### src/rtl/exu_regfile_sb_if.sv
// exu_regfile_sb_if: read, issue and writeback bus between dispatch/writeback and the register file
interface exu_regfile_sb_if #(
    parameter int XLEN        = 32,
    parameter int RFIDX_WIDTH = 5
);
    logic [RFIDX_WIDTH-1:0] read_src1_idx;
    logic [RFIDX_WIDTH-1:0] read_src2_idx;
    logic [XLEN-1:0]        read_src1_dat;
    logic [XLEN-1:0]        read_src2_dat;
    logic                   read_src1_busy;
    logic                   read_src2_busy;
    logic                   iss_vld;
    logic                   iss_rdy;
    logic                   iss_rdwen;
    logic [RFIDX_WIDTH-1:0] iss_rdidx;
    logic                   iss_rs1en;
    logic                   iss_rs2en;
    logic                   wbck0_wen;
    logic [RFIDX_WIDTH-1:0] wbck0_idx;
    logic [XLEN-1:0]        wbck0_dat;
    logic                   wbck1_wen;
    logic [RFIDX_WIDTH-1:0] wbck1_idx;
    logic [XLEN-1:0]        wbck1_dat;
    logic [XLEN-1:0]        x1_r;

    modport master (
        output read_src1_idx, read_src2_idx, iss_vld, iss_rdwen, iss_rdidx, iss_rs1en, iss_rs2en,
               wbck0_wen, wbck0_idx, wbck0_dat, wbck1_wen, wbck1_idx, wbck1_dat,
        input  read_src1_dat, read_src2_dat, read_src1_busy, read_src2_busy, iss_rdy, x1_r
    );

    modport slave (
        input  read_src1_idx, read_src2_idx, iss_vld, iss_rdwen, iss_rdidx, iss_rs1en, iss_rs2en,
               wbck0_wen, wbck0_idx, wbck0_dat, wbck1_wen, wbck1_idx, wbck1_dat,
        output read_src1_dat, read_src2_dat, read_src1_busy, read_src2_busy, iss_rdy, x1_r
    );
endinterface

### src/rtl/exu_regfile_sb.sv
// exu_regfile_sb: integer register file with per-register busy scoreboard and optional writeback bypass
module exu_regfile_sb #(
    parameter int XLEN        = 32,
    parameter int RFREG_NUM   = 32,
    parameter int RFIDX_WIDTH = 5,
    parameter bit BYPASS      = 1'b1
) (
    input logic              clk,
    input logic              rst,
    exu_regfile_sb_if.slave  bus
);
    // Storage covers every encodable index; slots that are x0 or beyond RFREG_NUM are never
    // written, so they stay at their reset value of zero and read back as zero for free.
    localparam int NSLOT = 1 << RFIDX_WIDTH;

    typedef logic [RFIDX_WIDTH-1:0] idx_t;

    function automatic logic [NSLOT-1:0] live_mask();
        logic [NSLOT-1:0] m;
        for (int i = 0; i < NSLOT; i++) m[i] = (i != 0) && (i < RFREG_NUM);
        return m;
    endfunction

    localparam logic [NSLOT-1:0] LIVE = live_mask();

    logic [XLEN-1:0]  rf_q    [NSLOT];
    logic [XLEN-1:0]  rf_d    [NSLOT];
    logic [XLEN-1:0]  byp_dat [NSLOT];
    logic [NSLOT-1:0] busy_q;
    logic [NSLOT-1:0] busy_d;
    logic [NSLOT-1:0] busy_eff;
    logic [NSLOT-1:0] wb0_hit;
    logic [NSLOT-1:0] wb1_hit;
    logic [NSLOT-1:0] iss_set;
    logic             iss_fire;

    // Per-register writeback decode and the bypass-adjusted view seen by the read/issue side
    always_comb begin
        for (int i = 0; i < NSLOT; i++) begin
            wb0_hit[i]  = LIVE[i] && bus.wbck0_wen && (bus.wbck0_idx == idx_t'(i));
            wb1_hit[i]  = LIVE[i] && bus.wbck1_wen && (bus.wbck1_idx == idx_t'(i));
            byp_dat[i]  = (BYPASS && wb1_hit[i]) ? bus.wbck1_dat :
                          (BYPASS && wb0_hit[i]) ? bus.wbck0_dat : rf_q[i];
            busy_eff[i] = busy_q[i] && !(BYPASS && (wb0_hit[i] || wb1_hit[i]));
        end
    end

    // Read ports, issue readiness and the issue strobe
    always_comb begin
        bus.read_src1_dat  = byp_dat[bus.read_src1_idx];
        bus.read_src2_dat  = byp_dat[bus.read_src2_idx];
        bus.read_src1_busy = busy_eff[bus.read_src1_idx];
        bus.read_src2_busy = busy_eff[bus.read_src2_idx];
        bus.iss_rdy        = !(bus.iss_rs1en && busy_eff[bus.read_src1_idx]) &&
                             !(bus.iss_rs2en && busy_eff[bus.read_src2_idx]) &&
                             !(bus.iss_rdwen && busy_eff[bus.iss_rdidx]);
        iss_fire           = bus.iss_vld && bus.iss_rdy;
    end

    assign bus.x1_r = rf_q[1];

    // Next state: port 1 data wins a same-index conflict; a new issue outranks a same-cycle clear
    always_comb begin
        for (int i = 0; i < NSLOT; i++) begin
            iss_set[i] = LIVE[i] && iss_fire && bus.iss_rdwen && (bus.iss_rdidx == idx_t'(i));
            rf_d[i]    = wb1_hit[i] ? bus.wbck1_dat : wb0_hit[i] ? bus.wbck0_dat : rf_q[i];
            busy_d[i]  = iss_set[i] || (busy_q[i] && !(wb0_hit[i] || wb1_hit[i]));
        end
    end

    // Register and scoreboard state, cleared asynchronously
    always_ff @(posedge clk or posedge rst) begin
        if (rst) begin
            rf_q   <= '{default: '0};
            busy_q <= '0;
        end else begin
            rf_q   <= rf_d;
            busy_q <= busy_d;
        end
    end
endmodule

### src/flat_wrapper.sv
// flat-port wrapper written by rule: the top's interface ports become plain ports
module exu_regfile_sb_flat 
#(
    parameter int XLEN        = 32,
    parameter int RFREG_NUM   = 32,
    parameter int RFIDX_WIDTH = 5,
    parameter bit BYPASS      = 1'b1
)
  (clk, rst, bus_read_src1_idx, bus_read_src2_idx, bus_iss_vld, bus_iss_rdwen, bus_iss_rdidx, bus_iss_rs1en, bus_iss_rs2en, bus_wbck0_wen, bus_wbck0_idx, bus_wbck0_dat, bus_wbck1_wen, bus_wbck1_idx, bus_wbck1_dat, bus_read_src1_dat, bus_read_src2_dat, bus_read_src1_busy, bus_read_src2_busy, bus_iss_rdy, bus_x1_r);
  exu_regfile_sb_if #(.XLEN(XLEN), .RFIDX_WIDTH(RFIDX_WIDTH)) bus_i ();
  input logic clk;
  input logic rst;
  input wire logic [$bits(bus_i.read_src1_idx)-1:0] bus_read_src1_idx;
  input wire logic [$bits(bus_i.read_src2_idx)-1:0] bus_read_src2_idx;
  input wire logic [$bits(bus_i.iss_vld)-1:0] bus_iss_vld;
  input wire logic [$bits(bus_i.iss_rdwen)-1:0] bus_iss_rdwen;
  input wire logic [$bits(bus_i.iss_rdidx)-1:0] bus_iss_rdidx;
  input wire logic [$bits(bus_i.iss_rs1en)-1:0] bus_iss_rs1en;
  input wire logic [$bits(bus_i.iss_rs2en)-1:0] bus_iss_rs2en;
  input wire logic [$bits(bus_i.wbck0_wen)-1:0] bus_wbck0_wen;
  input wire logic [$bits(bus_i.wbck0_idx)-1:0] bus_wbck0_idx;
  input wire logic [$bits(bus_i.wbck0_dat)-1:0] bus_wbck0_dat;
  input wire logic [$bits(bus_i.wbck1_wen)-1:0] bus_wbck1_wen;
  input wire logic [$bits(bus_i.wbck1_idx)-1:0] bus_wbck1_idx;
  input wire logic [$bits(bus_i.wbck1_dat)-1:0] bus_wbck1_dat;
  output wire logic [$bits(bus_i.read_src1_dat)-1:0] bus_read_src1_dat;
  output wire logic [$bits(bus_i.read_src2_dat)-1:0] bus_read_src2_dat;
  output wire logic [$bits(bus_i.read_src1_busy)-1:0] bus_read_src1_busy;
  output wire logic [$bits(bus_i.read_src2_busy)-1:0] bus_read_src2_busy;
  output wire logic [$bits(bus_i.iss_rdy)-1:0] bus_iss_rdy;
  output wire logic [$bits(bus_i.x1_r)-1:0] bus_x1_r;
  assign bus_i.read_src1_idx = bus_read_src1_idx;
  assign bus_i.read_src2_idx = bus_read_src2_idx;
  assign bus_i.iss_vld = bus_iss_vld;
  assign bus_i.iss_rdwen = bus_iss_rdwen;
  assign bus_i.iss_rdidx = bus_iss_rdidx;
  assign bus_i.iss_rs1en = bus_iss_rs1en;
  assign bus_i.iss_rs2en = bus_iss_rs2en;
  assign bus_i.wbck0_wen = bus_wbck0_wen;
  assign bus_i.wbck0_idx = bus_wbck0_idx;
  assign bus_i.wbck0_dat = bus_wbck0_dat;
  assign bus_i.wbck1_wen = bus_wbck1_wen;
  assign bus_i.wbck1_idx = bus_wbck1_idx;
  assign bus_i.wbck1_dat = bus_wbck1_dat;
  assign bus_read_src1_dat = bus_i.read_src1_dat;
  assign bus_read_src2_dat = bus_i.read_src2_dat;
  assign bus_read_src1_busy = bus_i.read_src1_busy;
  assign bus_read_src2_busy = bus_i.read_src2_busy;
  assign bus_iss_rdy = bus_i.iss_rdy;
  assign bus_x1_r = bus_i.x1_r;
  exu_regfile_sb #(.XLEN(XLEN), .RFREG_NUM(RFREG_NUM), .RFIDX_WIDTH(RFIDX_WIDTH), .BYPASS(BYPASS)) u_core (.clk(clk), .rst(rst), .bus(bus_i));
endmodule
### config.mk
export PLATFORM = sky130hd
export DESIGN_NAME = exu_regfile_sb_flat
export DESIGN_NICKNAME = d
export VERILOG_FILES = /design/src/rtl/exu_regfile_sb_if.sv /design/src/rtl/exu_regfile_sb.sv /design/src/flat_wrapper.sv
export SDC_FILE = /design/constraint.sdc
export NUM_CORES = 2
export LEC_CHECK = 0
export CAP_MARGIN = 40
export CELL_PAD_IN_SITES_DETAIL_PLACEMENT = 2
export CELL_PAD_IN_SITES_GLOBAL_PLACEMENT = 2
export CORE_UTILIZATION = 42
export CTS_CLUSTER_SIZE = 10
export DETAILED_ROUTE_END_ITERATION = 7
export HOLD_SLACK_MARGIN = 0.12
export PLACE_DENSITY = 0.89
export SYNTH_ARGS = -nofsm -noshare
export SYNTH_HDL_FRONTEND = slang
export SYNTH_SLANG_ARGS = --single-unit
### constraint.sdc
create_clock -name clk -period 41.1 [get_ports clk]
set_clock_uncertainty 0.05 [all_clocks]
set_input_delay 8.22 -clock clk [delete_from_list [all_inputs] [get_ports clk]]
set_output_delay 8.22 -clock clk [all_outputs]
set_load 0.005 [all_outputs]
==> results.md, run 1 <==
* Post-CTS Setup Bufs at 0
* Yosys top cell by area: dfrtp_1
* # IOs at 196
* TritonCTS buffer count at 120
* Total global-route track usage at 0.809
* DP Wirelength at 221000 um
* Overflow after GRT at 134
* Count of input and output buffers at 195
* EDFF count, synth at 0
* Synth top area share at 0.395
* Row count at between 100 and 150
* Synthesized cell area at 0.0648 sq mm
* Distinct cells, synth at a little over 70
* Placer congestion estimate at around 0.9
* Clock root buffer: clkbuf_16
* Synth Register Bits at between 1k and 1.5k
* Die outline height at 395 um
* Post-synth top flop: dfrtp_1
* Setup Slack @ Placement at 19380 ps
* Clock Sinks at between 1k and 1.5k
* Post-synthesis sequential area ratio at 0.395
* Synth top area cells: dfrtp_1, mux2i_1, mux4_2, a21oi_1, nor2_1
* Mean Syn Cell Area at approximately 11 sq um
* Number of synthesis warnings at 0
* Exit stage: global routing (5_1_grt)
* Max clock buf depth at 3
* H-tree Lvls at 3
* Die width at roughly 400 um
* Err: [ERROR GRT-0232] Routing congestion too high. Check the congestion heatmap in the GUI.
* # hold bufs at CTS at 0
* Pin count of the biggest net entering global routing at 68
* Initial Util at 0.425
* Cells after Synth at around 6k
* Ys async rst share at 1.00
* Syn nets at roughly 6.3k
* Placement-stage cell area at 0.0691 sq mm
* Initial antenna violation count at 76
* Status: did not finish
* Post_cts resized at 0
## metrics by stage
stage | util | cells
3_5_place_dp | 0.454 | 7874
3_3_place_gp | 0.445 | 7818
4_1_cts | 0.477 | 8055
2_1_floorplan | - | 6155
## cell families after synthesis
logic type             Yosys count  share of synthesized area
muxes                         1670                      0.352
AOI/OAI and AO/OA             1359                      0.116
and+or+nand+nor               1312                     0.0845
DFF                           1023                      0.395
buffers and inverters          791                     0.0523
## per-layer routing
metal / GRT overflow / track usage
met5: 0 / 0.641
met4: 74 / 0.765
met3: 5 / 0.767
met2: 51 / 0.914
met1: 4 / 0.779
## cells in the mapped netlist (3+ instances only)
master,n
o21ai_1,65
nand4b_1,6
buf_4,50
nand2_2,4
clkbuf_1,471
nor2_1,610
o211ai_1,4
a21o_1,11
a31o_2,5
mux2i_1,1179
nand2_1,501
buf_6,5
and4b_1,5
o21a_1,14
nand3_1,53
nor2b_1,21
o21ai_0,425
buf_1,66
mux4_2,484
nand4bb_1,5
dfrtp_1,1023
and2_1,6
nor4_1,10
a2111oi_0,4
a211oi_1,21
o22ai_1,74
or2_1,5
inv_1,42
mux2_2,7
o221ai_1,59
nor2_2,3
o22a_1,29
or2_2,7
and3_1,3
a21oi_1,586
nor3_1,30
a31oi_1,25
nand2b_1,18
nand4_1,8
buf_2,154
a22oi_1,18
==> run 2, diff against run 1 <==
==> config.mk (replaced) <==
export PLATFORM = sky130hd
export DESIGN_NAME = exu_regfile_sb_flat
export DESIGN_NICKNAME = d
export VERILOG_FILES = /design/src/rtl/exu_regfile_sb_if.sv /design/src/rtl/exu_regfile_sb.sv /design/src/flat_wrapper.sv
export SDC_FILE = /design/constraint.sdc
export NUM_CORES = 2
export LEC_CHECK = 0
export CAP_MARGIN = 40
export CORE_UTILIZATION = 30
export DETAILED_ROUTE_END_ITERATION = 7
export PLACE_DENSITY_LB_ADDON = 0.15
export SYNTH_ARGS = -nofsm -noshare
export SYNTH_HDL_FRONTEND = slang
export SYNTH_SLANG_ARGS = --single-unit
==> results.md, run 2 <==
* Status: finished clean
* First-pass GRT wire length at around 420000 um
* # IOs at 196 (unchanged)
* Vias in the first global route at between 50k and 60k
* Synth Area in Compound Gates at 0.116 (unchanged)
* Setup violations, final at 0
* Iter 0 DRT Violations at between 5k and 6k
* Crit Path Class: input pin to output pin
* Worst path required time at 32830 ps
* Maximum VDD drop at roughly 0.035 mV
* Hold Slack at 550 ps
* Highest-count cells in the layout ignoring fill and taps: mux2i_1, dfrtp_1, nor2_1, a21oi_1, mux4_2
* CP Launch Type: input pin
* H-tree Lvls at 3 (unchanged)
* Part of the power in registers at 0.373
* EDFF count, synth at 0 (unchanged)
* Unrepaired setup endpoints after global routing: false
* Synthesized cell area at 0.0648 sq mm (unchanged)
* Die width at 467 um (+18%)
* Fmax at roughly 46 MHz
* Pre-antenna DRT Iters at 6
* Slew Viols, Final at 0
* Routed vias/inst at about 6
* Post-synth top flop: dfrtp_1
* Switching share of power at 0.329
* Placement-stage cell area at 0.0701 sq mm (+1.3%)
* Distinct cells, synth at 71 (unchanged)
* Yosys top cell by area: dfrtp_1
* Worst-path cell chain: clkdlybuf4s50_1, nand4b_2, nor2_4, buf_4, mux2i_1, a21oi_1, mux4_2, mux4_2, a21o_1, clkdlybuf4s50_1
* Remaining DRCs at 0
* Post_cts resized at 0 (unchanged)
* Total global-route track usage at 0.276
* Clock share of power at 0.310
* Post-synth top cells: mux2i_1, dfrtp_1, nor2_1
* Xor/xnor cell area share of the yosys netlist at 0 (unchanged)
* Synth top area cells: dfrtp_1, mux2i_1, mux4_2, a21oi_1, nor2_1
* Share of post-route cells with drive strength above 1 at 0.170
* Final worst setup slack at 19270 ps
* Most common cell after layout, fill and taps aside: mux2i_1
* Overflow after GRT at 0
* Count of input and output buffers at 195 (unchanged)
* Area fraction in and, or, nand and nor cells after synthesis at 0.0845 (unchanged)
* Relative slew slack at 0.306
* CTS tree: done
* Mux cell area share after synthesis at 0.352 (unchanged)
* Cells after DPL at 8684 (+10%)
* Post-synthesis sequential area ratio at 0.395 (unchanged)
* Crit path capture type: output pin
* Row count at 170 (+19%)
* Mean Syn Cell Area at 10.5 sq um (unchanged)
* Die area at 0.218 sq mm
* Final cell count without fillers at 8910
* Initial Util at 0.302 (-0.123)
* Setup Slack @ Placement at 19360 ps (-18.0 ps)
* P_sw at ~1.2 mW
* Actual slew at the worst max-slew pin at between 1000 and 1500 ps
* Ys async rst share at 1.00 (unchanged)
* Synth top area share at 0.395 (unchanged)
* Worst Path Max Fanout at 22
* Most common cell in the netlist: mux2i_1
* Final Cell Area at around 0.074 sq mm
* Core Region at approximately 0.21 sq mm
* DRT Wirelength at between 300000 and 400000 um
* Fin nets at around 6k
* # hold bufs at CTS at 0 (unchanged)
* Final hold vios at 0
* Synth Register Bits at 1023 (unchanged)
* Worst-path clk slew at ~60 ps
* DP Wirelength at 186000 um (-16%)
* CP max-delay cell: clkdlybuf4s50_1
* Max clock buf depth at 3 (unchanged)
* Final worst-path cycle share at 0.531
* DR WL/cell at 34.3 um
* Die outline height at 467 um (+18%)
* Worst path arrival time at 13560 ps
* CP max stage delay at 800 ps
* Worst Hold Class: register to register
* Internal power at between 2 and 2.5 mW
* Max Cap Violations at 0
* Initial antenna violation count at 18
* Syn nets at 6252 (unchanged)
* Pwr Density at just under 50 mW/mm^2
* Area Overhead vs Synth at 14.3%
* Min cycle time layout at about 22000 ps
* Max FFs per register at 960
* Clk_lat worst skew at between 700 and 800 ps
* Synth Area in Adders at 0 (unchanged)
* TritonCTS buffer count at 121 (+0.83%)
* Number of synthesis warnings at 0 (unchanged)
* Fin Setup TNS at 0 ps
* Static Leakage at approximately 32 nW
* Pin count of the biggest net entering global routing at between 150 and 200
* Cells after Synth at 6155 (unchanged)
* Clock root buffer: clkbuf_16
* Main combinational cell family by area after synthesis: multiplexers
* Placer congestion estimate at 0.902 (-2.3%)
* Clock Sinks at 1023 (unchanged)
* Vias at about 52k
* Most flops, register: u_core.rf_q
* ANT nets after route at 0
* Combinational cell fraction of total power at 0.317
* Post-CTS Setup Bufs at 0 (unchanged)
## run 2: cell counts after synthesis
No cell type changed its count.
## run 2: logic make-up after synthesis
group,count (synthesis)
AOI/OAI and AO/OA,1359
and+or+nand+nor,1312
muxes,1670
buffers and inverters,791
DFF,1023
## run 2: stage by stage
stage | util | power (mW)
floorplan | - | 2.12
global placement | 0.322 | 2.45
detailed placement | 0.326 | 2.48
CTS | 0.345 | 3.61
global route | 0.345 | 3.76
finish | 0.345 | 3.60
## run 2: power groups by stage
stage	clock, mW	sequential (mW)	combinational, mW
finish	1.12	1.35	1.14
global route	1.17	1.37	1.22
CTS	1.14	1.34	1.13
detailed placement	0	1.36	1.12
global placement	0	1.35	1.10
floorplan	0	1.35	0.774
## run 2: path summary, 6_finish.rpt
kind | startpoint | end | slack [ps] | depth (start not counted)
max | bus_wbck0_idx[2] | bus_read_src1_dat[15] | 19270 | 10
min | u_core.rf_q[902] | u_core.rf_q[902] | 550 | 2
max reg2reg | u_core.busy_q[9] | u_core.busy_q[16] | 37790 | 9
min reg2reg | u_core.rf_q[902] | u_core.rf_q[902] | 550 | 2
max in group asynchronous | rst | u_core.rf_q[566] | 30730 | 8
min in group asynchronous | rst | u_core.busy_q[5] | 7910 | 2
## run 2: worst max-delay path, delay by kind of cell
family / cells / cell delay (ps)
buf+inv: 3 / 2130
compound gates: 2 / 500
mux: 3 / 1230
simple gates: 2 / 1410
## run 2: area by class of cell
| class | count | area (sq um) |
|---|---|---|
| multi-input cells | 4341 | 36200 |
| flip-flops and latches | 1023 | 25600 |
| clock inverters | 25 | 337 |
| clock buffers | 193 | 3630 |
| inverters | 45 | 203 |
| diodes | 8 | 20.0 |
| repair buffers | 437 | 4480 |
| well taps | 2838 | 3550 |
| fillers | 21100 | 141000 |
## run 2: metal layers
| layer | vias up | wire [um] | track usage |
|---|---|---|---|
| li1 | 22200 | - | - |
| met1 | 26900 | 129000 | 0.373 |
| met2 | 2453 | 141000 | 0.432 |
| met3 | 548 | 21900 | 0.0476 |
| met4 | 14 | 14100 | 0.118 |
| met5 | - | 89 | 0 |
Note: power is estimated with default switching activity, not from simulation.
